## src/rtl/instr_sequencer.sv

```systemverilog
// Cycle-state generator and instruction register for the 16-bit CPU.
// Drives one-hot FETCH/EXEC1/EXEC2 strobes, run/step control, STP halt and a retire counter.
module instr_sequencer #(
    parameter logic [15:0] NOP_WORD = 16'h7C00,
    parameter int unsigned CNT_W    = 16
) (
    input  logic             CLK,
    input  logic             RESET,
    input  logic             run,
    input  logic             step,
    input  logic [15:0]      RAMi_q,
    input  logic             E2,
    output logic [15:0]      instr,
    output logic             FETCH,
    output logic             EXEC1,
    output logic             EXEC2,
    output logic             busy,
    output logic             halted,
    output logic             retire,
    output logic [CNT_W-1:0] instr_count
);

    // state   | meaning
    // S_IDLE  | waiting for run, or a step while run=0
    // S_FETCH | instruction RAM read in flight
    // S_EXEC1 | first execute cycle, new word straight from RAM
    // S_EXEC2 | optional second execute cycle, word from IR
    // S_HALT  | STP retired; only RESET leaves
    typedef enum logic [2:0] {
        S_IDLE  = 3'd0,
        S_FETCH = 3'd1,
        S_EXEC1 = 3'd2,
        S_EXEC2 = 3'd3,
        S_HALT  = 3'd4
    } state_t;

    state_t      state;
    logic [15:0] ir;
    logic        is_stp;

    assign is_stp = ~RAMi_q[15] & (RAMi_q[14:9] == 6'b111111);

    // Strobes come straight off the state register so E2 never feeds back combinationally.
    assign FETCH  = (state == S_FETCH);
    assign EXEC1  = (state == S_EXEC1);
    assign EXEC2  = (state == S_EXEC2);
    assign busy   = FETCH | EXEC1 | EXEC2;
    assign halted = (state == S_HALT);
    assign retire = (EXEC1 & (is_stp | ~E2)) | EXEC2;
    assign instr  = EXEC1 ? RAMi_q : ir;

    always_ff @(posedge CLK) begin
        if (RESET) begin
            state       <= S_IDLE;
            ir          <= NOP_WORD;
            instr_count <= '0;
        end else begin
            if (retire) begin
                instr_count <= instr_count + CNT_W'(1);
            end
            if (EXEC1) begin
                ir <= RAMi_q;
            end
            case (state)
                S_IDLE: begin
                    if (run | step) begin
                        state <= S_FETCH;
                    end
                end
                S_FETCH: state <= S_EXEC1;
                S_EXEC1: begin
                    if (is_stp) begin
                        state <= S_HALT;
                    end else if (E2) begin
                        state <= S_EXEC2;
                    end else begin
                        state <= run ? S_FETCH : S_IDLE;
                    end
                end
                S_EXEC2: state <= run ? S_FETCH : S_IDLE;
                S_HALT:  state <= S_HALT;
                default: state <= S_IDLE;
            endcase
        end
    end

endmodule

```

## config.mk

```make
export PLATFORM = sky130hd
export DESIGN_NAME = instr_sequencer
export DESIGN_NICKNAME = d
export VERILOG_FILES = /design/src/rtl/instr_sequencer.sv
export SDC_FILE = /design/constraint.sdc
export NUM_CORES = 1
export LEC_CHECK = 0
export ABC_CLOCK_PERIOD_IN_PS = 1650
export CORE_ASPECT_RATIO = 0.6
export CORE_MARGIN = 2
export CORE_UTILIZATION = 30
export DETAILED_ROUTE_END_ITERATION = 10
export GPL_ROUTABILITY_DRIVEN = 1
export HOLD_SLACK_MARGIN = 0.1
export MAX_ROUTING_LAYER = met4
export SLEW_MARGIN = 40
export SYNTH_ARGS = -nofsm -noshare
export SYNTH_HDL_FRONTEND = slang
export SYNTH_SLANG_ARGS = --single-unit
```

## constraint.sdc

```tcl
create_clock -name CLK -period 1.65 [get_ports CLK]
set_input_delay 0.33 -clock CLK [delete_from_list [all_inputs] [get_ports CLK]]
set_output_delay 0.33 -clock CLK [all_outputs]
set_load 0.01 [all_outputs]
```

==> results_dict.tcl, run 1 <==
set metrics [dict create \
    fin_nets 284 \
    num_rows 20 \
    gr-total-overflow 0 \
    synth_sequential_area_ratio_pct 42.5 \
    tritoncts "done" \
    pwr-share-seq_pct 44.5 \
    diodes 0 \
    clkTransAtPathRegs_ns 0.07 \
    crit_chain "nand2b_4 -> nor2_4 -> buf_12 -> buf_16 -> mux2_4 -> buf_6" \
    cp-start-kind "flip-flop" \
    rsz0062_at_grt "yes" \
    slew_viol_final 0 \
    grt.total_usage_pct 16.3 \
    period_share_pct 115 \
    r2r_slack_ns 0.04 \
    hold_viol_final 0 \
    areaGrowthSynthToFinish_pct 72.5 \
    use_met3_pct 4.43 \
    top_usage_layer "met2" \
    internal_power_uw 1470 \
    initialDrtViolationCount 44 \
    crit_slowest_cell "dfxtp_1" \
    numCtsBuffers 5 \
    grt_pass1_wl_um 7360 \
    cts_root_buf "clkbuf_8" \
    status "finished with violations" \
    final_cell_mix "dfxtp_1, buf_4, clkdlybuf4s50_1" \
    cts_max_level 2 \
    avgSynthCellArea_um2 9.58 \
    p_sw_share_pct 26.2 \
    cp.required_ns 1.32 \
    firstDrtPassIters 4 \
    finalSetupViolations 18 \
    cp_data_arrival_time_ns 1.56 \
    port_buffers 58 \
    ant_nets 0 \
    register_area_um2 706 \
    grt_pass1_vias 1514 \
    ys_ff_latch 35 \
    clockPowerShare_pct 29.1 \
    worstPathMaxFanout 8 \
    ios 59 \
    p_leak_uw 0.00119 \
    clock_skew_ns 0.00467 \
    antenna_found_initial 0 \
    post-route-util_pct 54.9 \
    dieArea_um2 6120 \
    numClockSinks 35 \
    postSynthCellCount 172 \
    totalWireLength_um 4740 \
    layout_commonest_cell "dfxtp_1" \
    place_ws_ns -0.527 \
    clock_latency_ns 0.28 \
    cts_buffer_depth 2 \
    slowest_delay_ns 0.31 \
    critPathKind "flip-flop to output pin" \
    cp-end-kind "output pin" \
    grt_max_degree 26 \
    ys_warn_count 0 \
    synth_edf_count 0 \
    p_switching_uw 522 \
    die_y_um 61.4 \
    p_per_area_nw_per_um2 701 \
    synth_cell_types 34 \
    use_met2_pct 23.5 \
    fillCellCount 477 \
    gp_congestion 0.762 \
    ys_async_sr_fraction_pct 0 \
    dp_hpwl_um 3060 \
    core_area_um2 5180 \
    hold_path_class "flip-flop to flip-flop" \
    grt.met1_usage_pct 22.4 \
    vias 1616 \
    period_needed_ns 1.89 \
    fmax_mhz 529 \
    synth_top_flop_cell "dfxtp_1" \
    setup_slack_ns -0.242 \
    viasPerCell 4.94 \
    slew_headroom_pct 81.2 \
    power_frac_comb_pct 26.4 \
    wire_per_inst_um 14.5 \
    drc 0 \
    violations "setup timing" \
    total_power_uw 1990 \
    drive_above_1_share_pct 39.8 \
    multi_input_area_um2 1020 \
    ir_drop_mv 0.292 \
    start_util_pct 31.8 \
    netlist_area_um2 1650 \
    maxCapViolCount 0 \
    syn_nets 194 \
    tightest_slew_ns 0.280 \
    die_w_um 99.7 \
]
[power groups by stage]
stage          Combinational [uW]  Clock (uW)  Sequential [uW]
2_1_floorplan                 192           0              901
3_3_place_gp                  404           0              902
3_5_place_dp                  406           0              903
4_1_cts                       490         599              887
5_1_grt                       559         639              890
6_report                      526         581              887
[repair_timing]
item | in CTS | in global routing
resized for setup | 126 | 20
setup buffers | 2 | 5
cloned | 2 | 1
endpoints found under the hold margin | 0 | 0
pin swaps | 3 | 4
hold buffers | 0 | 0
setup endpoints to repair | 37 | 33
[layer usage]
metal | routed length, um | vias up
li1 | - | 811
met1 | 2470 | 760
met4 | 38 | 0
met3 | 238 | 5
met2 | 1990 | 40
met5 | 0 | -
[worst max-delay path: cells and delay by family (launching register included)]
kind          cells  cell delay (ns)
buf+inv           3             0.38
flops             1             0.31
mux               1             0.31
simple gates      2             0.27
[synthesized netlist by cell type, drive strengths merged, types with 4 or more instances]
| library cell | count | area, um^2 |
|---|---|---|
| nor2b | 13 | 81.3 |
| dfxtp | 35 | 701 |
| or4 | 9 | 67.6 |
| o31ai | 9 | 67.6 |
| a21oi | 16 | 80.1 |
| or2 | 5 | 31.3 |
| o21ai | 9 | 45.0 |
| nand3 | 5 | 25.0 |
| mux2 | 17 | 191 |
| and2 | 4 | 25.0 |
| nor3 | 4 | 20.0 |
| nor2 | 5 | 26.3 |
| or3 | 5 | 31.3 |
| clkbuf | 6 | 22.5 |
| buf | 5 | 32.5 |
| nand2 | 5 | 18.8 |
| nand4 | 5 | 43.8 |
[layout make-up]
class / instances / area share [%]
multi-input cells: 124 / 35.8
repair buffers: 94 / 33.7
well taps: 66 / 2.90
inverters: 2 / 0.264
flip-flops and latches: 35 / 24.8
clock buffers: 6 / 2.55
[path summary, 6_finish.rpt]
check	start	to	depth (start not counted)
max	state[2]	instr[12]	6
min	instr_count[15]	instr_count[15]	2
max reg2reg	state[2]	instr_count[14]	6
min reg2reg	instr_count[15]	instr_count[15]	2
[through the flow]
| stage | setup TNS, ns | hold slack [ns] | instances | area, um^2 |
|---|---|---|---|---|
| 2_1_floorplan | 0 | 0.496 | 172 | 1650 |
| 5_1_grt | -4.95 | 0.521 | 327 | 2840 |
| 4_1_cts | -4.22 | 0.493 | 321 | 2730 |
| 6_report | -3.77 | 0.492 | 327 | 2840 |
| 3_5_place_dp | -12.04 | 0.474 | 311 | 2460 |
| 3_3_place_gp | -11.71 | 0.474 | 311 | 2460 |
[sequential cells by signal (all words and copies together), names as in the netlist]
signal / flops
instr_count: 16
ir: 16
state: 3
[cell families (layout without fill, tap and decap cells)]
logic type / count (synthesis) / in the layout / synth area share (%)
flip-flops: 35 / 35 / 42.5
multiplexers: 18 / 18 / 12.2
buffers and inverters: 13 / 102 / 3.80
AND/OR/NAND/NOR: 70 / 70 / 28.1
AO/OA/AOI/OAI: 35 / 35 / 12.6
adder cells (fa/ha/maj): 1 / 1 / 0.759
No activity file was read; power rests on OpenSTA's default activity.
==> run 2, diff against run 1 <==
Settings changed: CORE_MARGIN 2 to default.
==> results_dict.tcl, run 2 (synthesized netlist as in run 1, its figures left out) <==
set metrics [dict create \
    status "finished with violations" \
    violations "DRC, setup timing" \
    vias 1567 \
    layout_commonest_cell "dfxtp_1" \
    cts_max_level 2 \
    numClockSinks 35 \
    gp_congestion 0.753 \
    cp.required_ns 1.32 \
    clkTransAtPathRegs_ns 0.07 \
    ant_nets 0 \
    hold_viol_final 0 \
    maxCapViolCount 0 \
    period_needed_ns 1.86 \
    worstRegToRegCells 6 \
    wire_per_inst_um 14.0 \
    antenna_found_initial 0 \
    rsz0062_at_grt "yes" \
    cp-start-kind "flip-flop" \
    setup_slack_ns -0.211 \
    areaGrowthSynthToFinish_pct 66.5 \
    ios 59 \
    period_share_pct 113 \
    p_switching_uw 509 \
    finalSetupViolations 16 \
    worstSetupStartpoint "state[2]" \
    initialDrtViolationCount 68 \
    p_leak_uw 0.00114 \
    hold_path_class "flip-flop to flip-flop" \
    clock_skew_ns 0.00322 \
    worstHoldEndpoint "instr_count[15]" \
    grt.total_usage_pct 16.1 \
    internal_power_uw 1520 \
    ir_drop_mv 0.320 \
    totalWireLength_um 4510 \
    grt_max_degree 26 \
    r2r_slack_ns 0.04 \
    dp_hpwl_um 2980 \
    cp_data_arrival_time_ns 1.53 \
    slew_viol_final 0 \
    clockPowerShare_pct 33.7 \
    tritoncts "done" \
    cp-end-kind "output pin" \
    grt_pass1_vias 1444 \
    hold_depth 2 \
    port_buffers 58 \
    numCtsBuffers 5 \
    gr-total-overflow 0 \
    cts_buffer_depth 2 \
    start_util_pct 31.8 \
    critPathKind "flip-flop to output pin" \
    fmax_mhz 537 \
    min_from "instr_count[15]" \
    clock_latency_ns 0.28 \
    firstDrtPassIters 7 \
    p_sw_share_pct 25.1 \
    core_area_um2 5180 \
    die_y_um 59.4 \
    drive_above_1_share_pct 41.0 \
    worstPathMaxFanout 4 \
    reg2reg_from "state[2]" \
    reg2reg_to "instr_count[14]" \
    final_cell_mix "dfxtp_1, clkdlybuf4s50_1, buf_4" \
    largestRegisters "instr_count x16, ir x16, state x3" \
    slew_headroom_pct 85.7 \
    p_per_area_nw_per_um2 738 \
    viasPerCell 4.87 \
    pwr-share-seq_pct 43.8 \
    power_frac_comb_pct 22.5 \
    drc 8 \
    dieArea_um2 5800 \
    cts.hold.buffers_added 0 \
    cts_root_buf "clkbuf_8" \
    grt_pass1_wl_um 6980 \
    fin_nets 277 \
    num_rows 20 \
    fin_tns_setup_ns -2.81 \
    diodes 0 \
    fillCellCount 474 \
    die_w_um 97.7 \
    tightest_slew_ns 0.213 \
    place_ws_ns -0.558 \
]
## run 2: changes by cell type in the layout (fill, tap and decap cells not counted), sizes merged
cell	delta
clkbuf	+2
dlygate4sd2	-1
clkdlybuf4s50	-1
dlymetal6s2s	+1
clkdlybuf4s15	+1
buf	-7
## run 2: metrics by stage
| stage | total power, uW | cells | hold slack (ns) | utilization (%) | area [um^2] |
|---|---|---|---|---|---|
| 6_report | 2030 | 322 | 0.499 | 53.0 | 2740 |
| 5_1_grt | 2130 | 322 | 0.522 | 53.0 | 2740 |
| 3_5_place_dp | 1300 | 307 | 0.477 | 47.2 | 2450 |
| 4_1_cts | 2020 | 320 | 0.492 | 50.9 | 2640 |
| 2_1_floorplan | 1090 | 172 | 0.496 | - | 1650 |
| 3_3_place_gp | 1300 | 307 | 0.474 | 47.2 | 2450 |
## run 2: final cells by class
cell class                      instances  area, um^2  share of cell area (%)
Sequential cell                        35         708                    25.8
Timing Repair Buffer                   87         825                    30.1
Clock buffer                            8         100                    3.65
Tap cell                               66        82.6                    3.01
Multi-Input combinational cell        124        1020                    37.2
Inverter                                2        7.51                   0.274
## run 2: worst max-delay path: stages, from the launching register on
cell       delay (ns)
dfxtp_2          0.32
nand2b_4         0.14
nor2_4           0.10
buf_6            0.12
clkbuf_16        0.14
mux2_4           0.31
buf_6            0.12
## run 2: power groups by stage
stage / logic [uW] / registers [uW] / clock network (uW)
floorplan: 192 / 901 / 0
global placement: 400 / 902 / 0
detailed placement: 400 / 903 / 0
CTS: 427 / 886 / 709
global route: 490 / 889 / 751
finish: 457 / 886 / 682
## run 2: worst max-delay path by stage
stage	to	slack, ns	cells past startpoint
5_1_grt	instr[2]	-0.27	6
2_1_floorplan	instr[1]	0.03	4
3_5_place_dp	retire	-0.56	5
3_3_place_gp	retire	-0.57	5
6_report	instr[2]	-0.21	6
4_1_cts	instr[6]	-0.27	6
## run 2: layer usage
| metal | GRT usage, % | up-vias | part of all wire [%] |
|---|---|---|---|
| li1 | - | 791 | - |
| met3 | 4.13 | 5 | 4.9 |
| met4 | 4.55 | 0 | 0.62 |
| met1 | 22.8 | 732 | 54 |
| met5 | - | - | 0 |
| met2 | 22.3 | 39 | 40 |
## run 2: what timing repair did
| item | in CTS | in global routing |
|---|---|---|
| resized for setup | 111 | 33 |
| buffers inserted | 4 | 2 |
| gates cloned | 1 | 1 |
| setup endpoints to repair | 36 | 39 |
| pin swaps | 6 | 6 |
